`config.mk`:
```
export PLATFORM = sky130hd
export DESIGN_NAME = aibio_rxofs_cal_fsm
export DESIGN_NICKNAME = d
export VERILOG_FILES = /design/src/rtl/aibio_rxcal_pkg.sv /design/src/rtl/aibio_rxcal_vote.sv /design/src/rtl/aibio_rxofs_cal_fsm.sv
export SDC_FILE = /design/constraint.sdc
export NUM_CORES = 1
export LEC_CHECK = 0
export CAP_MARGIN = 15
export CORE_MARGIN = 1.5
export CORE_UTILIZATION = 50
export CTS_CLUSTER_SIZE = 40
export DETAILED_ROUTE_END_ITERATION = 8
export PLACE_DENSITY = 0.76
export SLEW_MARGIN = 40
export SYNTH_ARGS = -nofsm -noshare
export SYNTH_HDL_FRONTEND = slang
export SYNTH_SLANG_ARGS = --single-unit
```
`constraint.sdc`:
```
create_clock -name clk -period 4.7 [get_ports clk]
set_clock_uncertainty 0.2 [all_clocks]
set_input_delay 0.47 -clock clk [delete_from_list [all_inputs] [get_ports clk]]
set_output_delay 0.47 -clock clk [all_outputs]
set_load 0.02 [all_outputs]
```
`src/rtl/aibio_rxcal_pkg.sv`:
```
// Shared types and constants for the RX offset-calibration controller.
// The AIBIO_RXCAL_SYNC_EN build macro is consumed by aibio_rxcal_vote.
package aibio_rxcal_pkg;

  localparam int RXCAL_CODE_W     = 8;
  localparam int RXCAL_SETTLE_DEF = 16;
  localparam int RXCAL_NSAMP_DEF  = 32;
  localparam int RXCAL_TIMER_W    = 8;

  typedef enum logic [2:0] {
    ST_IDLE,
    ST_INIT,
    ST_SET,
    ST_SETTLE,
    ST_COUNT,
    ST_DECIDE,
    ST_DONE
  } rxcal_state_e;

endpackage

```
`src/rtl/aibio_rxcal_vote.sv`:
```
// Per-sampler majority vote: optional 2-flop synchronizer, ones-counter, compare.
// Build macro AIBIO_RXCAL_SYNC_EN enables the input synchronizer.
module aibio_rxcal_vote #(
  parameter int NSAMP = 32
) (
  input  logic clk,
  input  logic rst_n,
  input  logic clr,
  input  logic cnt_en,
  input  logic rx_in,
  output logic keep_bit
);

  localparam int CNT_W = $clog2(NSAMP) + 1;

  logic             rx_s;
  logic [CNT_W-1:0] ones_q;

`ifdef AIBIO_RXCAL_SYNC_EN
  logic [1:0] sync_q;

  // NOTE: sequential state uses non-blocking assignments so every flop samples pre-edge values.
  always_ff @(posedge clk or negedge rst_n) begin
    if (!rst_n) sync_q <= 2'b00;
    else        sync_q <= {sync_q[0], rx_in};
  end

  assign rx_s = sync_q[1];
`else
  assign rx_s = rx_in;
`endif

  always_ff @(posedge clk or negedge rst_n) begin
    if (!rst_n)               ones_q <= '0;
    else if (clr)             ones_q <= '0;
    else if (cnt_en && rx_s)  ones_q <= ones_q + CNT_W'(1);
  end

  // Strict majority: an exact tie clears the bit.
  assign keep_bit = (ones_q > CNT_W'(NSAMP / 2));

endmodule

```
`src/rtl/aibio_rxofs_cal_fsm.sv`:
```
// RX offset-calibration controller: 8-step SAR trim search per sampler with majority voting.
// Build macro AIBIO_RXCAL_SYNC_EN adds input synchronizers inside the vote blocks.
module aibio_rxofs_cal_fsm
  import aibio_rxcal_pkg::*;
#(
  parameter int SETTLE_CYC = RXCAL_SETTLE_DEF,
  parameter int NSAMP      = RXCAL_NSAMP_DEF
) (
  input  logic       clk,
  input  logic       rst_n,
  input  logic       cal_start,
  input  logic       rx_out_even,
  input  logic       rx_out_odd,
  input  logic       ofs_ovrd_en,
  input  logic [7:0] ofs_ovrd_even,
  input  logic [7:0] ofs_ovrd_odd,
  output logic       rx_calen,
  output logic       rx_vref_cal,
  output logic [7:0] rx_ofscal_even,
  output logic [7:0] rx_ofscal_odd,
  output logic       cal_busy,
  output logic       cal_done
);

  rxcal_state_e             state_q, state_d;
  logic [RXCAL_TIMER_W-1:0] timer_q, timer_val;
  logic                     timer_ld;
  logic [2:0]               idx_q;
  logic [RXCAL_CODE_W-1:0]  code_even_q, code_odd_q;
  logic                     active_q, done_q;
  logic                     keep_even, keep_odd;

  // NOTE: every always_comb output gets a default first so no path infers a latch.
  always_comb begin
    state_d   = state_q;
    timer_ld  = 1'b0;
    timer_val = '0;
    unique case (state_q)
      ST_IDLE, ST_DONE: if (cal_start) begin
        state_d   = ST_INIT;
        timer_ld  = 1'b1;
        timer_val = RXCAL_TIMER_W'(SETTLE_CYC - 1);
      end
      ST_INIT:   if (timer_q == '0) state_d = ST_SET;
      ST_SET: begin
        state_d   = ST_SETTLE;
        timer_ld  = 1'b1;
        timer_val = RXCAL_TIMER_W'(SETTLE_CYC - 1);
      end
      ST_SETTLE: if (timer_q == '0) begin
        state_d   = ST_COUNT;
        timer_ld  = 1'b1;
        timer_val = RXCAL_TIMER_W'(NSAMP - 1);
      end
      ST_COUNT:  if (timer_q == '0) state_d = ST_DECIDE;
      ST_DECIDE: state_d = (idx_q == 3'd0) ? ST_DONE : ST_SET;
      default:   state_d = ST_IDLE;
    endcase
  end

  always_ff @(posedge clk or negedge rst_n) begin
    if (!rst_n) begin
      state_q  <= ST_IDLE;
      timer_q  <= '0;
      active_q <= 1'b0;
      done_q   <= 1'b0;
    end else begin
      state_q  <= state_d;
      if (timer_ld)            timer_q <= timer_val;
      else if (timer_q != '0)  timer_q <= timer_q - RXCAL_TIMER_W'(1);
      // Status outputs are registered from the next state so they change with the state.
      active_q <= (state_d != ST_IDLE) && (state_d != ST_DONE);
      done_q   <= (state_d == ST_DONE);
    end
  end

  always_ff @(posedge clk or negedge rst_n) begin
    if (!rst_n) begin
      idx_q       <= 3'd7;
      code_even_q <= '0;
      code_odd_q  <= '0;
    end else begin
      unique case (state_q)
        ST_IDLE, ST_DONE: if (cal_start) begin
          idx_q       <= 3'd7;
          code_even_q <= '0;
          code_odd_q  <= '0;
        end
        ST_SET: begin
          code_even_q[idx_q] <= 1'b1;
          code_odd_q[idx_q]  <= 1'b1;
        end
        ST_DECIDE: begin
          code_even_q[idx_q] <= keep_even;
          code_odd_q[idx_q]  <= keep_odd;
          if (idx_q != 3'd0) idx_q <= idx_q - 3'd1;
        end
        default: ;
      endcase
    end
  end

  aibio_rxcal_vote #(.NSAMP(NSAMP)) u_vote_even (
    .clk      (clk),
    .rst_n    (rst_n),
    .clr      (state_q == ST_SET),
    .cnt_en   (state_q == ST_COUNT),
    .rx_in    (rx_out_even),
    .keep_bit (keep_even)
  );

  aibio_rxcal_vote #(.NSAMP(NSAMP)) u_vote_odd (
    .clk      (clk),
    .rst_n    (rst_n),
    .clr      (state_q == ST_SET),
    .cnt_en   (state_q == ST_COUNT),
    .rx_in    (rx_out_odd),
    .keep_bit (keep_odd)
  );

  assign rx_calen       = active_q;
  assign rx_vref_cal    = active_q;
  assign cal_busy       = active_q;
  assign cal_done       = done_q;
  // Override mux is deliberately combinational so bring-up values apply in any state.
  assign rx_ofscal_even = ofs_ovrd_en ? ofs_ovrd_even : code_even_q;
  assign rx_ofscal_odd  = ofs_ovrd_en ? ofs_ovrd_odd  : code_odd_q;

endmodule
```
== Word-level counts from Yosys, hierarchy flattened ==
Index checks and enable logic that the tools add are counted.
Storage, ports and cells
  register bits after elaboration: 44
  bits of input ports: 22
  output and inout port bits: 20
Cells by class
  $add $sub $neg: 4
  $lt $le $gt $ge: 4
  equal/unequal tests: 10
  mux-type cells: 30
  bitwise gates (word level): 2
  reductions and logical operators: 18
Operators by type and width (count)
  $pmux W8 S3: 2
  $mux W8: 5
  $mux W6: 4
  $mux W3: 7
  $pmux W3 S6: 1
  $bwmux W8: 2
  $or A8 B8 Y8: 2
  $pmux W5 S3: 1
  $add A6 B1 Y6 const B: 2
  $eq A3 B3 Y1 const B: 4
  $gt A6 B5 Y1 const B: 2
  $reduce_bool A3 Y1: 3
  $logic_not A8 Y1: 1
  $reduce_bool A2 Y1: 4
  $reduce_bool A8 Y1: 1
  $sub A8 B1 Y8 const B: 1
  $eq A3 B2 Y1 const B: 2
  $logic_not A3 Y1: 2
  $pmux W3 S2: 1
  $mux W5: 1
  $logic_and A1 B1 Y1: 4
  $lt A3 B4 Y1 const B: 1
  $mux W4: 1
  $ne A2 B2 Y1 const B: 2
  10 further kinds: 12

== Longest topological paths before layout ==
Gate-level depths: netlist (run 1).
  word-level depth: 6
  depth in mapped cells: 6

== By module ==
Synthesis (run 1) repeated with hierarchy kept, for this count alone.
Unflattened totals
  cell total of the unflattened synthesis: 283
  area total of the unflattened synthesis: 2616.3 um^2
Modules (own cells, without submodules)
  aibio_rxofs_cal_fsm: instances 1, cells an instance 209, area an instance 1955.6 um^2
  aibio_rxcal_vote: instances 2, cells an instance 37, area an instance 330.3 um^2

== Worst setup path before layout (run 1) ==
Ideal clock, no wire load.
  path type: in2out
  start point: in ofs_ovrd_en
  end point: out rx_ofscal_even[4]
  arrival: 1.363 ns
  data required time: 4.030 ns
  path slack: 2.667 ns
  stages: 3
  buffers on the path: 2
  path through: clkbuf_1 buf_2 mux2_2
On the way
  cells in the longest elaborated chain, start to end: 1
RTL lines
  start: declaration: RTL line aibio_rxofs_cal_fsm.sv:14  | input logic ofs_ovrd_en,
  $mux W8: RTL line aibio_rxofs_cal_fsm.sv:126  | assign rx_ofscal_even = ofs_ovrd_en ? ofs_ovrd_even : code_even_q;
  end: declaration: RTL line aibio_rxofs_cal_fsm.sv:19  | output logic [7:0] rx_ofscal_even,
Every way passes these cells.

== Worst setup path after layout (run 1) ==
  start point: in ofs_ovrd_en
  end point: out rx_ofscal_even[5]
Same word-level chain as after synthesis.

==> results of run 1 <==
==> final timing paths <==
check,start,end,slack [ps],depth (start not counted)
min in group asynchronous,rst_n,timer_q[0],500,2
max,ofs_ovrd_en,rx_ofscal_even[5],1700,3
max in group asynchronous,rst_n,code_odd_q[4],3410,2
min reg2reg,timer_q[1],timer_q[1],340,2
max reg2reg,state_q[1],code_odd_q[1],2560,4
min,timer_q[1],timer_q[1],340,2
==> report_power, final <==
part	internal [W]	switching, W	total, W
sequential	0.000462	0.000100	0.000562
clock	0.000266	0.000127	0.000393
combinational	0.000226	0.000227	0.000453
total	0.000954	0.000454	0.00141
==> cells in the final DEF, fill, tap and decap left out, types with 2 or more instances in the layout <==
| cell | count |
|---|---|
| a2111oi_2 | 2 |
| a211o_1 | 3 |
| a21oi_1 | 5 |
| and2_1 | 3 |
| and3_1 | 2 |
| bufinv_16 | 3 |
| clkbuf_8 | 5 |
| clkdlybuf4s50_1 | 40 |
| dfrtp_1 | 41 |
| dfstp_2 | 3 |
| ha_1 | 7 |
| inv_1 | 9 |
| mux2_2 | 16 |
| mux2i_1 | 2 |
| nand2_1 | 19 |
| nand2b_1 | 5 |
| nand3_1 | 5 |
| nand4_1 | 5 |
| nor2_1 | 32 |
| nor2b_1 | 4 |
| nor3_1 | 2 |
| nor3b_1 | 2 |
| nor4_1 | 2 |
| o211ai_1 | 3 |
| o21ai_0 | 4 |
| o221a_2 | 16 |
| o31ai_1 | 2 |
| or3_1 | 3 |
| or3_4 | 2 |
| xnor2_1 | 6 |
| xor2_1 | 8 |
==> flip-flops by register name, indices dropped and copies added, names as in the netlist <==
| register | cells |
|---|---|
| code_odd_q | 8 |
| state_q | 3 |
| code_even_q | 8 |
| cal_busy | 1 |
| idx_q | 3 |
| u_vote_even.ones_q | 6 |
| timer_q | 8 |
| cal_done | 1 |
| u_vote_odd.ones_q | 6 |
==> cells by family after synthesis <==
group / after synthesis / synth area share [%]
compound gates: 39 / 14.32
simple gates: 94 / 20.63
xor+xnor: 14 / 4.942
fa+ha+maj: 7 / 3.530
flops: 44 / 44.53
buf+inv: 22 / 3.983
mux: 18 / 8.069
==> area by class of cell <==
cell class	instances	area, um^2	share of cell area, %
Clock buffer	5	68.82	2.232
Clock inverter	3	90.09	2.922
Inverter	9	33.78	1.096
Multi-Input combinational cell	172	1284	41.64
Sequential cell	44	1105	35.84
Tap cell	67	83.83	2.719
Timing Repair Buffer	42	417.9	13.56
==> per-layer routing <==
metal,share of wire [%],vias up,GRT usage (%)
met1,48,892,26.20
met2,46,41,31.53
li1,-,924,-
met4,0.55,0,6.379
met5,0,-,0
met3,4.5,2,4.252
==> stage by stage <==
| step | setup slack (ps) | utilization [%] | area [um^2] |
|---|---|---|---|
| 4_1_cts | 1676 | 64.84 | 3083 |
| 6_report | 1701 | 64.84 | 3083 |
| 3_3_place_gp | 1716 | 61.11 | 2905 |
| 5_1_grt | 1600 | 64.84 | 3083 |
| 2_1_floorplan | 2667 | - | 2481 |
| 3_5_place_dp | 1652 | 61.29 | 2914 |
==> critical path, cell delays in order <==
cell and delay, ps:
clkdlybuf4s50_1 910, mux2_2 410, clkdlybuf4s50_1 540
==> timing repair <==
item,in CTS,in global routing
hold buffers,1,0
hold endpoints to repair,41,0
resized for setup,0,0
==> flow_summary.yaml, run 1 <==
floorplan:
  num_rows: 25
  die_x_um: 73.45
  ioPinCount: 42
  coreArea_um2: 4755
  initial_utilization_pct: 52.18
  die_h_um: 73.45
  dieArea_um2: 5394
finish:
  layout-drive-gt1-share_pct: 20.00
  fillers: 397
  antennaDiodeCount: 0
  finalNetCount: 303
  syn_to_final_growth_pct: 24.26
  instances_no_fill: 342
clock_network:
  numClockSinks: 44
  tritoncts: "built"
  numCtsBuffers: 5
  clock_path_buffers: 2
  postCtsSetupBuffers: 0
  clk_latency_ps: 290
  htree_levels: 2
  path_clk_slew_ps: 80
  root_buffer: "clkbuf_8"
global_route:
  grt-ovfl-total: 0
  antenna_found_initial: 0
  grt_use_total_pct: 19.54
  grt_pass1_wl_um: 8183
  grt_pass1_vias: 1760
  grt_max_degree: 45
route:
  vias: 1859
  ant_nets: 0
  viasPerCell: 5.436
  drt_iter0_drc: 73
  wirelength_um: 4704
  drt_first_pass_iters: 5
  drc_errors: 0
  detail_route.wl_per_cell_um: 13.75
timing:
  finalSetupViolations: 0
  rsz0062_at_grt: "false"
  hold_slack_ps: 340.5
  period_minus_slack_ps: 2999
  tns_ps: 0
  worst_slew_pin_slew_ps: 668.5
  finalCritPeriodShare_pct: 63.80
  timing.fmax_ghz: 0.3335
  relSlewSlack_pct: 54.79
  slew_violations: 0
  finalHoldViolations: 0
pwr:
  power_leakage_nw: 1.363
  powerDensity_nw_per_um2: 456.7
  p_total_w: 0.001408
  irDropWorstVdd_mv: 0.2743
synthesis:
  syn_avg_cell_area_um2: 10.42
  yosysWarnings: 0
  synth_seq_cells: 44
  ys_top_cells_by_area: "dfrtp_1, mux2_2, o221a_2"
  async_reset_ff_share_pct: 100.0
  synth_common_cells: "dfrtp_1, nor2_1, nand2_1, mux2_2, o221a_2"
  syn_inst: 238
  synth_nets: 267
  synth-seq-area-share_pct: 44.53
  synth_top_area_share_pct: 41.35
  synth_edf_count: 0
  synthFlopType: "dfrtp_1"
  yosysTopAreaCell: "dfrtp_1"
  synth_area_um2: 2481
  ys_types: 43
  synth_most_common_cell: "dfrtp_1"
status:
  status: "complete, no violations"
placed_design:
  placed_cells: 333
  portBuffers: 41
  gp_congestion: 0.7806
  dp_hpwl_um: 3316
setup_path:
  critPathArrivalTime_ps: 2330
  critical_path_required_ps: 4030
  worstSetupPathType: "in -> out"
  crit_path_end_kind: "primary output"
  startpoint_type: "input port"
  worstPathMaxFanout: 16
flow_run:
  max-cap-violations: 0
min_path:
  hold_path_class: "reg -> reg"
Power figures use the tool's default switching activity.
==> run 2: changes to the inputs <==
--- a/config.mk
+++ b/config.mk
@@ -7,7 +7,7 @@
 export LEC_CHECK = 0
 export CAP_MARGIN = 15
 export CORE_MARGIN = 1.5
-export CORE_UTILIZATION = 50
+export CORE_UTILIZATION = 48
 export CTS_CLUSTER_SIZE = 40
 export DETAILED_ROUTE_END_ITERATION = 8
 export PLACE_DENSITY = 0.76
==> constraint.sdc (replaced) <==
create_clock -name clk -period 2.5 [get_ports clk]
set_clock_uncertainty 0.2 [all_clocks]
set_input_delay 0.25 -clock clk [delete_from_list [all_inputs] [get_ports clk]]
set_output_delay 0.25 -clock clk [all_outputs]
set_load 0.02 [all_outputs]
==> flow_summary.yaml, run 2 (synthesized netlist as in run 1, its figures left out) <==
finish:
  layout_commonest_cell: "dfrtp_1"
  syn_to_final_growth_pct: 23.15
  top_regs: "code_even_q x8, code_odd_q x8, timer_q x8"
  layout_common_cells: "dfrtp_1, clkdlybuf4s50_1, nor2_1, nand2_1"
  antennaDiodeCount: 0
  layout-drive-gt1-share_pct: 20.36
  finalNetCount: 308
  fillers: 420
timing:
  worst_slew_pin_slew_ps: 607.0
  finalHoldViolations: 0
  period_minus_slack_ps: 2237
  relSlewSlack_pct: 59.53
  timing.fmax_ghz: 0.4471
  rsz0062_at_grt: "false"
  slew_violations: 0
  tns_ps: 0
  setup_slack_ps: 263.2
  finalSetupViolations: 0
  finalCritPeriodShare_pct: 89.47
  hold_slack_ps: 208.1
floorplan:
  ioPinCount: 42
  num_rows: 25
  die_h_um: 74.90
  die_x_um: 74.90
  dieArea_um2: 5609
  initial_utilization_pct: 51.17
  coreArea_um2: 4848
route:
  wirelength_um: 4799
  drc_errors: 0
  drt_iter0_drc: 116
  detail_route.wl_per_cell_um: 13.83
  vias: 1881
  ant_nets: 0
  drt_first_pass_iters: 4
  viasPerCell: 5.421
setup_path:
  r2r_end: "timer_q[3]"
  startpoint_type: "input port"
  r2r_slack_ps: 400
  critical_path_required_ps: 2050
  rr_startpoint: "timer_q[0]"
  worstPathMaxFanout: 16
  critPathArrivalTime_ps: 1790
  crit_path_end_kind: "primary output"
  worstSetupPathType: "in -> out"
  rr_worst_depth: 6
pwr:
  p_comb_share_pct: 36.6
  sw_frac_of_total_pct: 35.51
  p_switching_w: 0.0008429
  internal_power_w: 0.001531
  irDropWorstVdd_mv: 0.5257
  clock_power_share_pct: 19.0
  pwr-share-seq_pct: 44.3
  powerDensity_nw_per_um2: 776.9
  power_leakage_nw: 1.358
global_route:
  grt_use_total_pct: 19.24
  grt_max_degree: 29
  antenna_found_initial: 0
  grt_pass1_vias: 1812
  grt_pass1_wl_um: 8238
  grt-ovfl-total: 0
clock_network:
  path_clk_slew_ps: 80
  cts-resized-gates: 0
  postCtsSetupBuffers: 0
  numCtsBuffers: 5
  root_buffer: "clkbuf_8"
  htree_levels: 2
  clock_path_buffers: 2
  clk_latency_ps: 290
  numClockSinks: 44
  tritoncts: "built"
placed_design:
  dp_hpwl_um: 3482
  portBuffers: 41
  gp_congestion: 0.7327
  place_ws_ps: 254.3
flow_run:
  max-cap-violations: 0
min_path:
  hold_path_class: "in -> async"
status:
  status: "complete, no violations"
## run 2: cell types whose count changed in the layout (fill, tap and decap cells not counted), sizes merged
| cell | change |
|---|---|
| clkbuf | +3 |
| bufinv | -3 |
| buf | +5 |
## run 2: cell type report
type	instances	area, um^2	area share [%]
inverter	9	33.78	1.106
sequential	44	1105	36.16
clock buffer	8	90.09	2.948
tap	67	83.83	2.744
timing repair buffer	47	465.4	15.23
multi-input combinational	172	1277	41.81
## run 2: per-stage QoR
step	std cells	instance area (um^2)	power (W)	util, %
3_5_place_dp	338	2955	0.001939	60.95
4_1_cts	347	3055	0.002396	63.02
6_report	347	3055	0.002374	63.02
2_1_floorplan	238	2481	0.001672	-
3_3_place_gp	338	2955	0.001909	60.95
5_1_grt	347	3055	0.002547	63.02
## run 2: critical path, stage by stage
cell             delay, ps
clkdlybuf4s50_1        500
buf_12                 160
mux2_2                 330
clkdlybuf4s50_1        540
## run 2: repair_timing
item,CTS,global route
hold endpoints to repair,16,0
endpoints found under the setup margin,0,0
hold buffers,1,0
## run 2: metal layers
layer / wire, um / global-route usage (%)
met5: 0 / 0
met4: 65 / 5.455
met3: 283 / 4.685
met2: 2197 / 31.66
met1: 2254 / 25.43
## run 2: how the worst max path moves through the flow
stage / start / end / slack, ps
6_report: ofs_ovrd_en / rx_ofscal_odd[4] / 260
5_1_grt: ofs_ovrd_en / rx_ofscal_even[6] / 220
4_1_cts: ofs_ovrd_en / rx_ofscal_odd[4] / 260
3_5_place_dp: ofs_ovrd_en / rx_ofscal_odd[4] / 250
3_3_place_gp: ofs_ovrd_en / rx_ofscal_odd[7] / 260
2_1_floorplan: timer_q[0] / timer_q[3] / 560
## run 2: power by group through the flow
stage	Clock (W)	Combinational, W	Sequential, W
floorplan	0	0.000668	0.00100
global placement	0	0.000851	0.00106
detailed placement	0	0.000873	0.00107
CTS	0.000466	0.000878	0.00105
global route	0.000494	0.000971	0.00108
finish	0.000452	0.000870	0.00105
